## config.mk

```make
export PLATFORM = sky130hd
export DESIGN_NAME = sram_req_queue_flat
export DESIGN_NICKNAME = d
export VERILOG_FILES = /design/src/rtl/sram_req_queue_if.sv /design/src/rtl/sram_req_queue.sv /design/src/flat_wrapper.sv
export SDC_FILE = /design/constraint.sdc
export NUM_CORES = 1
export LEC_CHECK = 0
export BUFFER_PORTS_ARGS = -buffer_cell sky130_fd_sc_hd__buf_2
export CORE_AREA = 5 5 103 105
export CTS_CLUSTER_DIAMETER = 50
export CTS_CLUSTER_SIZE = 20
export DETAILED_ROUTE_END_ITERATION = 10
export DIE_AREA = 0 0 108 110
export GPL_TIMING_DRIVEN = 1
export PLACE_DENSITY = 0.82
export SLEW_MARGIN = 20
export SYNTH_ARGS = -nofsm -noshare
export SYNTH_HDL_FRONTEND = slang
export SYNTH_SLANG_ARGS = --single-unit
export TNS_END_PERCENT = 20
```

## constraint.sdc

```tcl
create_clock -name i_clk -period 5 [get_ports i_clk]
set_input_delay 0.75 -clock i_clk [delete_from_list [all_inputs] [get_ports i_clk]]
set_output_delay 0.75 -clock i_clk [all_outputs]
set_load 0.005 [all_outputs]
```

## src/rtl/sram_req_queue_if.sv

```systemverilog
// Signal bundle for sram_req_queue: app request, read response and 23K256 controller sides.
// No logic of its own; zero latency.
// Backpressure: req_ready from the queue, rsp_ready from the app, sram_accept from the controller.
interface sram_req_queue_if;
    logic [14:0] req_addr;
    logic [7:0]  req_data;
    logic        req_rnw;
    logic        req_valid;
    logic        req_ready;
    logic [7:0]  rsp_data;
    logic        rsp_valid;
    logic        rsp_ready;
    logic [14:0] sram_addr;
    logic [7:0]  sram_wdata;
    logic        sram_rnw;
    logic        sram_valid;
    logic        sram_accept;
    logic [7:0]  sram_rdata;

    modport slave (
        input  req_addr, req_data, req_rnw, req_valid, rsp_ready, sram_accept, sram_rdata,
        output req_ready, rsp_data, rsp_valid, sram_addr, sram_wdata, sram_rnw, sram_valid
    );

    modport master (
        output req_addr, req_data, req_rnw, req_valid, rsp_ready, sram_accept, sram_rdata,
        input  req_ready, rsp_data, rsp_valid, sram_addr, sram_wdata, sram_rnw, sram_valid
    );
endinterface

```

## src/rtl/sram_req_queue.sv

```systemverilog
// Single-request SPI SRAM front-end: FIFO-buffered, one controller request per TXN_WAIT window (SRAM_REQ_QUEUE_STATS_EN adds counters).
// Latency: request reaches the controller 2 cycles after push when idle; read response TXN_WAIT+1 cycles after accept.
// Backpressure: req_ready low while FIFO full; a held response blocks further issue until rsp_ready.
module sram_req_queue #(
    parameter  int DEPTH    = 4,
    parameter  int TXN_WAIT = 640,
    localparam int CW       = $clog2(TXN_WAIT),
    localparam int LW       = $clog2(DEPTH + 1)
) (
    input  logic              i_clk,
    input  logic              i_nrst,
    sram_req_queue_if.slave   q_if,
    output logic              o_busy,
    output logic [LW-1:0]     o_fifo_level
`ifdef SRAM_REQ_QUEUE_STATS_EN
    ,
    output logic [15:0]       o_wr_count,
    output logic [15:0]       o_rd_count
`endif
);

    localparam int AW = $clog2(DEPTH);

    typedef struct packed {
        logic [14:0] addr;
        logic [7:0]  data;
        logic        rnw;
    } req_t;

    typedef enum logic [1:0] {IDLE, ISSUE, WAIT, RESP} state_t;

    req_t            mem_q [DEPTH];
    logic [AW-1:0]   wr_ptr_q;
    logic [AW-1:0]   rd_ptr_q;
    logic [LW-1:0]   level_q;
    state_t          state_q;
    logic [CW-1:0]   cnt_q;
    logic            rnw_q;
    logic [7:0]      rsp_data_q;
    logic            push;
    logic            pop;
    req_t            head;

    assign head           = mem_q[rd_ptr_q];
    assign q_if.req_ready = (level_q != LW'(DEPTH));
    assign push           = q_if.req_valid & q_if.req_ready;
    assign pop            = (state_q == ISSUE) & q_if.sram_accept;

    assign q_if.sram_addr  = head.addr;
    assign q_if.sram_wdata = head.data;
    assign q_if.sram_rnw   = head.rnw;
    assign q_if.sram_valid = (state_q == ISSUE);
    assign q_if.rsp_valid  = (state_q == RESP);
    assign q_if.rsp_data   = rsp_data_q;
    assign o_busy          = (state_q != IDLE) | (level_q != '0);
    assign o_fifo_level    = level_q;

    always_ff @(posedge i_clk or negedge i_nrst) begin
        if (!i_nrst) begin
            wr_ptr_q <= '0;
            rd_ptr_q <= '0;
            level_q  <= '0;
            for (int i = 0; i < DEPTH; i++) mem_q[i] <= '0;
        end else begin
            if (push) begin
                mem_q[wr_ptr_q] <= '{addr: q_if.req_addr, data: q_if.req_data, rnw: q_if.req_rnw};
                wr_ptr_q        <= wr_ptr_q + AW'(1);
            end
            if (pop) rd_ptr_q <= rd_ptr_q + AW'(1);
            if (push && !pop)      level_q <= level_q + LW'(1);
            else if (pop && !push) level_q <= level_q - LW'(1);
        end
    end

    // The WAIT window keeps sram_valid low long enough that the controller
    // finishes each byte before seeing the next, so it never forms a burst.
    always_ff @(posedge i_clk or negedge i_nrst) begin
        if (!i_nrst) begin
            state_q    <= IDLE;
            cnt_q      <= '0;
            rnw_q      <= 1'b0;
            rsp_data_q <= '0;
        end else begin
            case (state_q)
                IDLE: begin
                    if (level_q != '0) state_q <= ISSUE;
                end
                ISSUE: begin
                    if (q_if.sram_accept) begin
                        rnw_q   <= head.rnw;
                        cnt_q   <= CW'(TXN_WAIT - 1);
                        state_q <= WAIT;
                    end
                end
                WAIT: begin
                    if (cnt_q == '0) begin
                        if (rnw_q) begin
                            rsp_data_q <= q_if.sram_rdata;
                            state_q    <= RESP;
                        end else begin
                            state_q <= IDLE;
                        end
                    end else begin
                        cnt_q <= cnt_q - CW'(1);
                    end
                end
                RESP: begin
                    if (q_if.rsp_ready) state_q <= IDLE;
                end
                default: state_q <= IDLE;
            endcase
        end
    end

`ifdef SRAM_REQ_QUEUE_STATS_EN
    logic [15:0] wr_count_q;
    logic [15:0] rd_count_q;

    always_ff @(posedge i_clk or negedge i_nrst) begin
        if (!i_nrst) begin
            wr_count_q <= '0;
            rd_count_q <= '0;
        end else if (pop) begin
            if (head.rnw) rd_count_q <= rd_count_q + 16'd1;
            else          wr_count_q <= wr_count_q + 16'd1;
        end
    end

    assign o_wr_count = wr_count_q;
    assign o_rd_count = rd_count_q;
`endif

endmodule

```

## src/flat_wrapper.sv

```systemverilog
// flat-port wrapper written by rule: the top's interface ports become plain ports
module sram_req_queue_flat 
#(
    parameter  int DEPTH    = 4,
    parameter  int TXN_WAIT = 640,
    localparam int CW       = $clog2(TXN_WAIT),
    localparam int LW       = $clog2(DEPTH + 1)
)
  (i_clk, i_nrst, o_busy, o_fifo_level, q_if_req_addr, q_if_req_data, q_if_req_rnw, q_if_req_valid, q_if_rsp_ready, q_if_sram_accept, q_if_sram_rdata, q_if_req_ready, q_if_rsp_data, q_if_rsp_valid, q_if_sram_addr, q_if_sram_wdata, q_if_sram_rnw, q_if_sram_valid);
  sram_req_queue_if q_if_i ();
  input  logic i_clk;
  input  logic i_nrst;
  output logic o_busy;
  output logic [LW-1:0] o_fifo_level;
  input wire logic [$bits(q_if_i.req_addr)-1:0] q_if_req_addr;
  input wire logic [$bits(q_if_i.req_data)-1:0] q_if_req_data;
  input wire logic [$bits(q_if_i.req_rnw)-1:0] q_if_req_rnw;
  input wire logic [$bits(q_if_i.req_valid)-1:0] q_if_req_valid;
  input wire logic [$bits(q_if_i.rsp_ready)-1:0] q_if_rsp_ready;
  input wire logic [$bits(q_if_i.sram_accept)-1:0] q_if_sram_accept;
  input wire logic [$bits(q_if_i.sram_rdata)-1:0] q_if_sram_rdata;
  output wire logic [$bits(q_if_i.req_ready)-1:0] q_if_req_ready;
  output wire logic [$bits(q_if_i.rsp_data)-1:0] q_if_rsp_data;
  output wire logic [$bits(q_if_i.rsp_valid)-1:0] q_if_rsp_valid;
  output wire logic [$bits(q_if_i.sram_addr)-1:0] q_if_sram_addr;
  output wire logic [$bits(q_if_i.sram_wdata)-1:0] q_if_sram_wdata;
  output wire logic [$bits(q_if_i.sram_rnw)-1:0] q_if_sram_rnw;
  output wire logic [$bits(q_if_i.sram_valid)-1:0] q_if_sram_valid;
  assign q_if_i.req_addr = q_if_req_addr;
  assign q_if_i.req_data = q_if_req_data;
  assign q_if_i.req_rnw = q_if_req_rnw;
  assign q_if_i.req_valid = q_if_req_valid;
  assign q_if_i.rsp_ready = q_if_rsp_ready;
  assign q_if_i.sram_accept = q_if_sram_accept;
  assign q_if_i.sram_rdata = q_if_sram_rdata;
  assign q_if_req_ready = q_if_i.req_ready;
  assign q_if_rsp_data = q_if_i.rsp_data;
  assign q_if_rsp_valid = q_if_i.rsp_valid;
  assign q_if_sram_addr = q_if_i.sram_addr;
  assign q_if_sram_wdata = q_if_i.sram_wdata;
  assign q_if_sram_rnw = q_if_i.sram_rnw;
  assign q_if_sram_valid = q_if_i.sram_valid;
  sram_req_queue #(.DEPTH(DEPTH), .TXN_WAIT(TXN_WAIT)) u_core (.i_clk(i_clk), .i_nrst(i_nrst), .q_if(q_if_i), .o_busy(o_busy), .o_fifo_level(o_fifo_level));
endmodule
```

==> flow_summary.yaml, run 1 <==
run:
  maxCapViolCount: 0
yosys:
  synth_mux_area_share_pct: 30.8
  ys_seq_area_share_pct: 55.2
  synth-edff-count: 0
  yosysUniqueCellTypes: 50
  synth_seq_cells: 124
  yosys-top-cells-count: "dfrtp_1 (124), mux2_2 (104), mux4_2 (24)"
  syn-num-nets: 421
  synth_ff_type: "dfrtp_1"
  yosysMostFrequentCell: "dfrtp_1"
  synthArstFlopShare_pct: 100
  synthTopCellsByArea: "dfrtp_1 (55%), mux2_2 (21%), mux4_2 (9.6%), ha_1 (2.4%), buf_2 (1.2%)"
  yosys.area.top_type: "dfrtp_1"
  yosysTopAreaCellShare_pct: 55.2
  synth_top_family_by_area: "multiplexers"
  synth_area_sq_um: 5630
  synth_area_per_cell_sq_um: 15.1
  yosys_warnings: 0
  postSynthCellCount: 372
  synth_compound_area_share_pct: 3.80
  synth_xor_xnor_area_share_pct: 0.934
  synthAdderAreaFrac_pct: 2.80
  synthSimpleGateAreaFrac_pct: 4.05
setup_path:
  crit_fanout: 26
  crit_path_start_kind: "flip-flop"
  r2r-end: "u_core.mem_q[49]"
  cp-end-kind: "output port"
  critPathArrivalTime_ns: 2.27
  r2r_cells: 4
  criticalPathCategory: "reg2out"
  crit_path_end: "q_if_sram_rnw"
  required_ns: 4.25
  crit_path_start: "u_core.rd_ptr_q[0]"
  rrSetupSlack_ns: 2.31
  crit-reg2reg-launch: "u_core.o_fifo_level[0]"
hold_path:
  hold_class: "in2async"
clock_network:
  h-tree-depth: 4
  cts_buffers: 17
  postCtsSetupBuffers: 0
  cts-root-buf: "clkbuf_8"
  cts_tree: "done"
  postCtsHoldBufs: 0
  cts.sinks: 124
  cts_resized: 0
  path_clk_slew_ns: 0.06
  clock_path_buffers: 2
  clkLatencyLatePin_ns: 0.51
grt:
  gr-usage-all-layers_pct: 21.2
  antenna_found_initial: 2
  grt_pass1_wl_mm: 19.0
  grt_overflow_total: 0
  grt_max_degree: 81
  grt_pass1_vias: 3779
detailed_routing:
  drt_wl_total_mm: 11.5
  via_per_inst: 5.79
  drtIter0Drc: 240
  wire_per_inst_um: 19.2
  drtAntennaViolNets: 0
  drc: 0
  drtPass1Iterations: 4
  vias: 3451
sta:
  min_period_ns: 3.02
  max_freq_ghz: 0.331
  clock_skew_ns: 0.00731
  rsz0062_at_grt: "false"
  slew_violations: 0
  fin_crit_sh_pct: 60.4
  finalSetupTns_ns: 0
  tightestPinTransition_ns: 1.12
  hold_violations: 0
  max_slew_margin_pct: 25.4
  setup_viol: 0
placement:
  dpl.hpwl_mm: 7.33
  io_buffers: 75
  gp_congestion: 0.829
  placed_area_sq_um: 6090
die:
  dieHeight_um: 110
  io_pins: 76
  start_util_pct: 58.9
  num_rows: 36
  fp.dieW_um: 108
  die_area_sq_um: 11900
  core_region_area_sq_um: 9550
pwr:
  power_leakage_uw: 0.00300
  p_sw_share_pct: 30.1
  p_int_uw: 3250
  seq_power_share_pct: 38.7
  power.density_nw_per_um2: 693
  pwr-share-clk_pct: 26.5
  switching_power_uw: 1400
  peakVddDrop_v: 0.000353
  combPwrFrac_pct: 34.8
  power_uw: 4650
final_layout:
  final_area_sq_um: 6710
  drive_gt1_share_pct: 53.4
  area_growth_pct: 19.3
  fillers: 655
  layout.nets: 497
status:
  status: "finished clean"
[state kept, by name, summed over array words and instances (netlist names)]
name                  cells
u_core.wr_ptr_q           2
u_core.rnw_q              1
u_core.state_q            2
u_core.cnt_q             10
u_core.o_fifo_level       3
u_core.mem_q             96
u_core.q_if.rsp_data      8
u_core.rd_ptr_q           2
[area by class of cell]
class                      instances  area, sq um  share of cell area [%]
sequential                       124         3100                    46.3
multi-input combinational        219         2390                    35.6
clock buffer                      21          469                    6.99
timing repair buffer              78          404                    6.02
tap                              133          166                    2.48
clock inverter                    11          140                    2.09
inverter                           8         30.0                   0.448
antenna                            2         5.00                  0.0746
[routing by layer]
| layer | up-vias | GRT usage [%] | wire [um] |
|---|---|---|---|
| li1 | 1545 | - | - |
| met1 | 1779 | 26.9 | 4780 |
| met2 | 111 | 35.4 | 5970 |
| met3 | 16 | 4.83 | 516 |
| met4 | 0 | 8.75 | 201 |
| met5 | - | 0 | 0 |
[through the flow]
step | utilization, % | hold WS [ns] | cells | setup slack, ns
finish | 70.3 | 0.243 | 596 | 1.98
global route | 70.3 | 0.306 | 596 | 1.83
CTS | 70.2 | 0.431 | 594 | 1.89
detailed placement | 63.8 | 0.479 | 562 | 1.74
global placement | 63.7 | 0.463 | 562 | 1.93
floorplan | - | 0.454 | 372 | 2.86
[layout by cell type (no fill, tap or decap), types with 2 or more instances in the layout]
master and instances:
a31oi_1 2, dfrtp_1 123, nor2_1 5, xnor2_1 4
or3_1 3, a41oi_1 2, mux2_1 2, mux4_2 24
buf_2 74, nand2_2 2, a21oi_1 3, nand2_1 11
nand2b_1 2, bufinv_16 3, clkinvlp_4 4, and3_1 4
mux2_2 104, nor3_1 3, ha_1 11, xor2_1 2
diode_2 2, inv_1 8, o21ai_0 5, o31ai_1 2
buf_4 3, clkinv_2 4, nand3_1 2, clkbuf_16 16
clkbuf_8 5
[power by group through the flow]
stage,Combinational (uW),Clock [uW],Sequential (uW)
floorplan,1240,0,1630
global placement,1560,0,1760
detailed placement,1620,0,1800
CTS,1640,1250,1800
global route,1770,1300,1860
finish,1620,1230,1800
[logic make-up after synthesis]
family / after synthesis
muxes: 130
xor gates and xnor gates: 6
buffers and inverters: 29
and+or+nand+nor: 42
DFF: 124
AOI/OAI and AO/OA: 29
adders and majority gates: 12
[how the worst min path moves through the flow]
stage / from / end / slack (ns) / depth (start not counted)
final: i_nrst / u_core.cnt_q[7] / 0.24 / 1
after global routing: i_nrst / u_core.cnt_q[7] / 0.31 / 1
after CTS: i_nrst / u_core.cnt_q[7] / 0.43 / 1
after detailed placement: u_core.q_if.rsp_data[6] / u_core.q_if.rsp_data[6] / 0.48 / 1
after global placement: u_core.q_if.rsp_data[6] / u_core.q_if.rsp_data[6] / 0.46 / 1
after floorplan: i_nrst / u_core.cnt_q[0] / 0.45 / 0
[critical path: stages, from the launching register on]
cell and delay, ns:
dfrtp_2 0.96, mux4_2 0.63, buf_2 0.16
No activity file was read; power rests on OpenSTA's default activity.
==> run 2: changes to the inputs <==
--- a/config.mk
+++ b/config.mk
@@ -6,13 +6,13 @@
 export NUM_CORES = 1
 export LEC_CHECK = 0
 export BUFFER_PORTS_ARGS = -buffer_cell sky130_fd_sc_hd__buf_2
-export CORE_AREA = 5 5 103 105
+export CORE_AREA = 5 5 111 113
 export CTS_CLUSTER_DIAMETER = 50
 export CTS_CLUSTER_SIZE = 20
 export DETAILED_ROUTE_END_ITERATION = 10
-export DIE_AREA = 0 0 108 110
+export DIE_AREA = 0 0 116 118
 export GPL_TIMING_DRIVEN = 1
-export PLACE_DENSITY = 0.82
+export PLACE_DENSITY = 0.74
 export SLEW_MARGIN = 20
 export SYNTH_ARGS = -nofsm -noshare
 export SYNTH_HDL_FRONTEND = slang
==> constraint.sdc (replaced) <==
create_clock -name i_clk -period 2.68 [get_ports i_clk]
set_input_delay 0.402 -clock i_clk [delete_from_list [all_inputs] [get_ports i_clk]]
set_output_delay 0.402 -clock i_clk [all_outputs]
set_load 0.005 [all_outputs]
==> run 2 against run 1 <==
Against the previous run:
- critical path depth grew 2
- sequential power increased by 77%
- sequential cell count is the same
- cell area increased by 1.4%
- die area up 15%
- clock skew shrank 0.0016 ns
- largest power group is now combinational logic
- via count decreased by 1.3%
- non-clock buffer count grew 9
- highest routed layer unchanged
- worst setup slack got worse by 1.6 ns
==> flow_summary.yaml, run 2 (synthesized netlist as in run 1, its figures left out) <==
clock_network:
  clock_path_buffers: 2
  postCtsHoldBufs: 0
  clkLatencyLatePin_ns: 0.41
  cts-root-buf: "clkbuf_16"
  h-tree-depth: 4
  postCtsSetupBuffers: 0
  cts_tree: "done"
  cts_resized: 0
  path_clk_slew_ns: 0.05
  cts_buffers: 17
  cts.sinks: 124
sta:
  fin_crit_sh_pct: 85.8
  max_freq_ghz: 0.435
  slew_violations: 0
  tightestPinTransition_ns: 0.675
  rsz0062_at_grt: "false"
  hold_violations: 0
  clock_skew_ns: 0.00573
  max_slew_margin_pct: 55.0
  min_period_ns: 2.30
  layout_setup_ws_ns: 0.381
  finalSetupTns_ns: 0
  setup_viol: 0
final_layout:
  post_layout_nonfiller_instances: 613
  largest_register_ffs: 96
  final_common_cell: "dfrtp_1"
  top_register: "u_core.mem_q"
  layout.nets: 506
  antenna_cells: 0
  fillers: 885
  area_growth_pct: 21.0
  final_util_pct: 60.6
  drive_gt1_share_pct: 53.2
  most-common-layout-cells: "dfrtp_1 (123), mux2_2 (104), buf_2 (74), mux4_2 (24), clkbuf_16 (17)"
setup_path:
  required_ns: 2.28
  crit-reg2reg-launch: "u_core.cnt_q[0]"
  crit_path_start_kind: "flip-flop"
  crit_fanout: 5
  critPathArrivalTime_ns: 1.90
  criticalPathCategory: "reg2out"
  rrSetupSlack_ns: 0.43
  r2r_cells: 6
  r2r-end: "u_core.q_if.rsp_data[3]"
  cp-end-kind: "output port"
detailed_routing:
  wire_per_inst_um: 18.3
  drtPass1Iterations: 4
  drtAntennaViolNets: 0
  via_per_inst: 5.56
  drt_wl_total_mm: 11.2
  drc: 0
  drtIter0Drc: 141
  vias: 3407
placement:
  dpl.hpwl_mm: 7.51
  preCtsSetupSlack_ns: 0.435
  gp_congestion: 0.821
  io_buffers: 75
  place_inst: 581
die:
  start_util_pct: 50.1
  dieHeight_um: 118
  core_region_area_sq_um: 11200
  fp.dieW_um: 116
  io_pins: 76
  num_rows: 39
  die_area_sq_um: 13700
grt:
  grt_max_degree: 62
  grt_overflow_total: 0
  grt_pass1_vias: 3683
  antenna_found_initial: 0
  gr-usage-all-layers_pct: 17.9
  grt_pass1_wl_mm: 18.9
pwr:
  p_sw_share_pct: 29.7
  switching_power_uw: 2560
  combPwrFrac_pct: 37.6
  p_int_uw: 6070
  peakVddDrop_v: 0.000717
  seq_power_share_pct: 36.9
  pwr-share-clk_pct: 25.5
  power_leakage_uw: 0.00306
  power.density_nw_per_um2: 1270
run:
  maxCapViolCount: 0
hold_path:
  hold_class: "in2async"
status:
  status: "finished clean"
run 2: cell count changes in the layout (fill, tap and decap cells not counted), moves of 3 or more:
cell / previous run / this run
clkinvlp_4: 4 / 1
buf_12: 0 / 5
buf_4: 3 / 8
clkbuf_1: 0 / 3
run 2: layer usage:
layer  share of wire, %  vias to the layer above  global-route usage, %  wire [um]
met1                 42                     1750                   23.0       4750
li1                   -                     1548                      -          -
met5                  0                        -                      0          0
met4                1.9                        0                   7.18        219
met2                 50                       92                   28.4       5570
met3                6.2                       17                   5.30        694
run 2: cell type report:
| cell class | count | area [sq um] | share of cell area, % |
|---|---|---|---|
| multi-input combinational | 219 | 2390 | 35.1 |
| tap | 143 | 179 | 2.63 |
| clock inverter | 6 | 57.6 | 0.846 |
| inverter | 8 | 30.0 | 0.441 |
| clock buffer | 26 | 519 | 7.63 |
| sequential | 124 | 3100 | 45.6 |
| timing repair buffer | 87 | 531 | 7.79 |
run 2: critical path, stage by stage (launching register included):
cell and delay, ns:
dfrtp_1 0.42, inv_1 0.13, ha_1 0.16, or4b_2 0.61, buf_2 0.16
run 2: worst max path at each step:
stage	endpoint	slack, ns	startpoint	depth (start not counted)
floorplan	u_core.q_if.rsp_data[0]	0.71	u_core.cnt_q[0]	7
global route	q_if_sram_addr[1]	0.28	u_core.rd_ptr_q[0]	3
detailed placement	u_core.q_if.rsp_data[3]	0.44	u_core.cnt_q[0]	6
global placement	u_core.q_if.rsp_data[2]	0.56	u_core.cnt_q[0]	6
finish	o_busy	0.38	u_core.state_q[0]	4
CTS	q_if_sram_addr[1]	0.34	u_core.rd_ptr_q[0]	3
run 2: power groups by stage:
| stage | Clock, uW | Combinational [uW] | Sequential, uW |
|---|---|---|---|
| 3_5_place_dp | 0 | 3290 | 3210 |
| 5_1_grt | 2320 | 3570 | 3300 |
| 4_1_cts | 2240 | 3320 | 3190 |
| 6_report | 2200 | 3250 | 3190 |
| 3_3_place_gp | 0 | 3210 | 3150 |
| 2_1_floorplan | 0 | 2310 | 3030 |
run 2: through the flow:
step	cell area, sq um	hold slack [ns]	total power (uW)
global route	6810	0.0775	9200
CTS	6810	0.0361	8750
floorplan	5630	0.106	5340
detailed placement	6230	0.478	6500
global placement	6230	0.461	6360
finish	6810	0.0226	8640
==> run 3: changes to the inputs <==
--- a/config.mk
+++ b/config.mk
@@ -6,11 +6,12 @@
 export NUM_CORES = 1
 export LEC_CHECK = 0
 export BUFFER_PORTS_ARGS = -buffer_cell sky130_fd_sc_hd__buf_2
-export CORE_AREA = 5 5 111 113
+export CORE_AREA = 2 2 108 110
 export CTS_CLUSTER_DIAMETER = 50
 export CTS_CLUSTER_SIZE = 20
 export DETAILED_ROUTE_END_ITERATION = 10
-export DIE_AREA = 0 0 116 118
+export DIE_AREA = 0 0 110 112
+export GPL_ROUTABILITY_DRIVEN = 0
 export GPL_TIMING_DRIVEN = 1
 export PLACE_DENSITY = 0.74
 export SLEW_MARGIN = 20
==> constraint.sdc (replaced) <==
create_clock -name i_clk -period 2.68 [get_ports i_clk]
set_input_delay 0.536 -clock i_clk [delete_from_list [all_inputs] [get_ports i_clk]]
set_output_delay 0.536 -clock i_clk [all_outputs]
set_load 0.005 [all_outputs]
==> run 3 against run 2 <==
Against the previous run:
- sequential power grew 1%
- critical path depth shrank 1
- final cell count shrank 0.65%
- combinational power shrank 2%
- cell area shrank 0.85%
- sequential share of layout area grew 0.39 points
- maximum frequency shrank 6.1%
- die area shrank 10%
- sequential cell count is the same
- clock skew grew 0.0055 ns
- global-route usage grew 2.2 points
- via count grew 0.53%
- critical path type unchanged
- critical endpoint is now q_if_sram_addr[11]
==> flow_summary.yaml, run 3 (synthesized netlist as in run 1, its figures left out) <==
status:
  status: "finished clean"
setup_path:
  required_ns: 2.14
  crit_path_start_kind: "flip-flop"
  crit_path_cell_trace: "buf_12 > mux4_2 > buf_2"
  criticalPathCategory: "reg2out"
  crit-reg2reg-launch: "u_core.cnt_q[1]"
  r2r-end: "u_core.q_if.rsp_data[6]"
  r2r_cells: 6
  rrSetupSlack_ns: 0.43
  cp-end-kind: "output port"
  critPathArrivalTime_ns: 1.91
  crit_fanout: 19
  critPathSlowestCell: "dfrtp_2"
  max_stage_delay_ns: 0.55
placement:
  io_buffers: 75
  place_inst: 578
  dpl.hpwl_mm: 7.20
  placed_area_sq_um: 6180
clock_network:
  clock_path_buffers: 2
  cts_tree: "done"
  path_clk_slew_ns: 0.06
  h-tree-depth: 4
  clkLatencyLatePin_ns: 0.41
  postCtsSetupBuffers: 0
  postCtsHoldBufs: 0
  cts_resized: 0
  cts-root-buf: "clkbuf_16"
  cts.sinks: 124
  cts_buffers: 17
sta:
  min_period_ns: 2.45
  fin_crit_sh_pct: 91.3
  tightestPinTransition_ns: 0.569
  slew_violations: 0
  max_freq_ghz: 0.409
  hold_violations: 0
  finalSetupTns_ns: 0
  clock_skew_ns: 0.0113
  max_slew_margin_pct: 61.7
  rsz0062_at_grt: "false"
  setup_viol: 0
  whs_ns: 0.0442
final_layout:
  layout.nets: 503
  fillers: 827
  largest_register_ffs: 96
  most-common-layout-cells: "dfrtp_1 (123), mux2_2 (104), buf_2 (74), mux4_2 (24), clkbuf_16 (17)"
  post_layout_nonfiller_instances: 609
  top_register: "u_core.mem_q"
  final_common_cell: "dfrtp_1"
  final_util_pct: 60.4
  drive_gt1_share_pct: 53.2
  final_area_sq_um: 6750
  antenna_cells: 0
  area_growth_pct: 20.0
pwr:
  pwr-share-clk_pct: 25.5
  combPwrFrac_pct: 36.9
  p_int_uw: 5990
  p_sw_share_pct: 30.3
  switching_power_uw: 2600
  peakVddDrop_v: 0.000667
  power_leakage_uw: 0.00301
  power.density_nw_per_um2: 1270
  seq_power_share_pct: 37.6
die:
  fp.dieW_um: 110
  die_area_sq_um: 12300
  start_util_pct: 50.3
  io_pins: 76
  num_rows: 39
  core_region_area_sq_um: 11200
  dieHeight_um: 112
detailed_routing:
  drtAntennaViolNets: 0
  drc: 0
  via_per_inst: 5.62
  wire_per_inst_um: 18.7
  drtIter0Drc: 215
  drtPass1Iterations: 4
  vias: 3425
  drt_wl_total_mm: 11.4
grt:
  grt_max_degree: 69
  grt_pass1_vias: 3685
  gr-usage-all-layers_pct: 20.2
  grt_overflow_total: 0
  grt_pass1_wl_mm: 18.6
  antenna_found_initial: 0
hold_path:
  hold_class: "in2async"
run:
  maxCapViolCount: 0
-- run 3: worst max path at each step --
| stage | from | end | slack (ns) | depth (start not counted) |
|---|---|---|---|---|
| 5_1_grt | u_core.rd_ptr_q[0] | q_if_sram_addr[11] | 0.13 | 3 |
| 3_3_place_gp | u_core.cnt_q[0] | u_core.q_if.rsp_data[1] | 0.56 | 6 |
| 4_1_cts | u_core.rd_ptr_q[0] | q_if_sram_addr[11] | 0.19 | 3 |
| 6_report | u_core.rd_ptr_q[0] | q_if_sram_addr[11] | 0.23 | 3 |
| 2_1_floorplan | u_core.cnt_q[0] | u_core.q_if.rsp_data[0] | 0.71 | 7 |
| 3_5_place_dp | u_core.cnt_q[0] | u_core.q_if.rsp_data[6] | 0.45 | 6 |
-- run 3: worst max-delay path, delay by kind of cell (launching register included) --
kind     cells  cell delay, ns
buf+inv      2            0.40
flops        1            0.55
mux          1            0.53
-- run 3: layout make-up --
cell class | instances | area [sq um] | area share (%)
flip-flops and latches | 124 | 3100 | 46.0
inverters | 8 | 30.0 | 0.445
well taps | 143 | 179 | 2.65
repair buffers | 84 | 483 | 7.16
clock buffers | 19 | 443 | 6.56
multi-input cells | 219 | 2390 | 35.4
clock inverters | 12 | 124 | 1.84
-- run 3: power by group through the flow --
stage	registers [uW]	clock network [uW]	logic, uW
2_1_floorplan	3030	0	2310
3_3_place_gp	3180	0	3100
3_5_place_dp	3240	0	3200
4_1_cts	3230	2230	3220
5_1_grt	3340	2310	3440
6_report	3230	2190	3170
-- run 3: routing by layer --
metal,vias to the layer above,GRT usage (%),part of all wire [%],wire (um)
met3,16,5.97,4.9,555
met5,-,0,0,0
met4,0,7.76,1.7,192
li1,1545,-,-,-
met1,1778,25.4,43,4870
met2,86,32.7,51,5800
-- run 3: through the flow --
stage / setup WS (ns) / total power (uW)
final: 0.233 / 8600
after global routing: 0.129 / 9090
after CTS: 0.195 / 8680
after detailed placement: 0.449 / 6450
after global placement: 0.556 / 6290
after floorplan: 0.712 / 5340
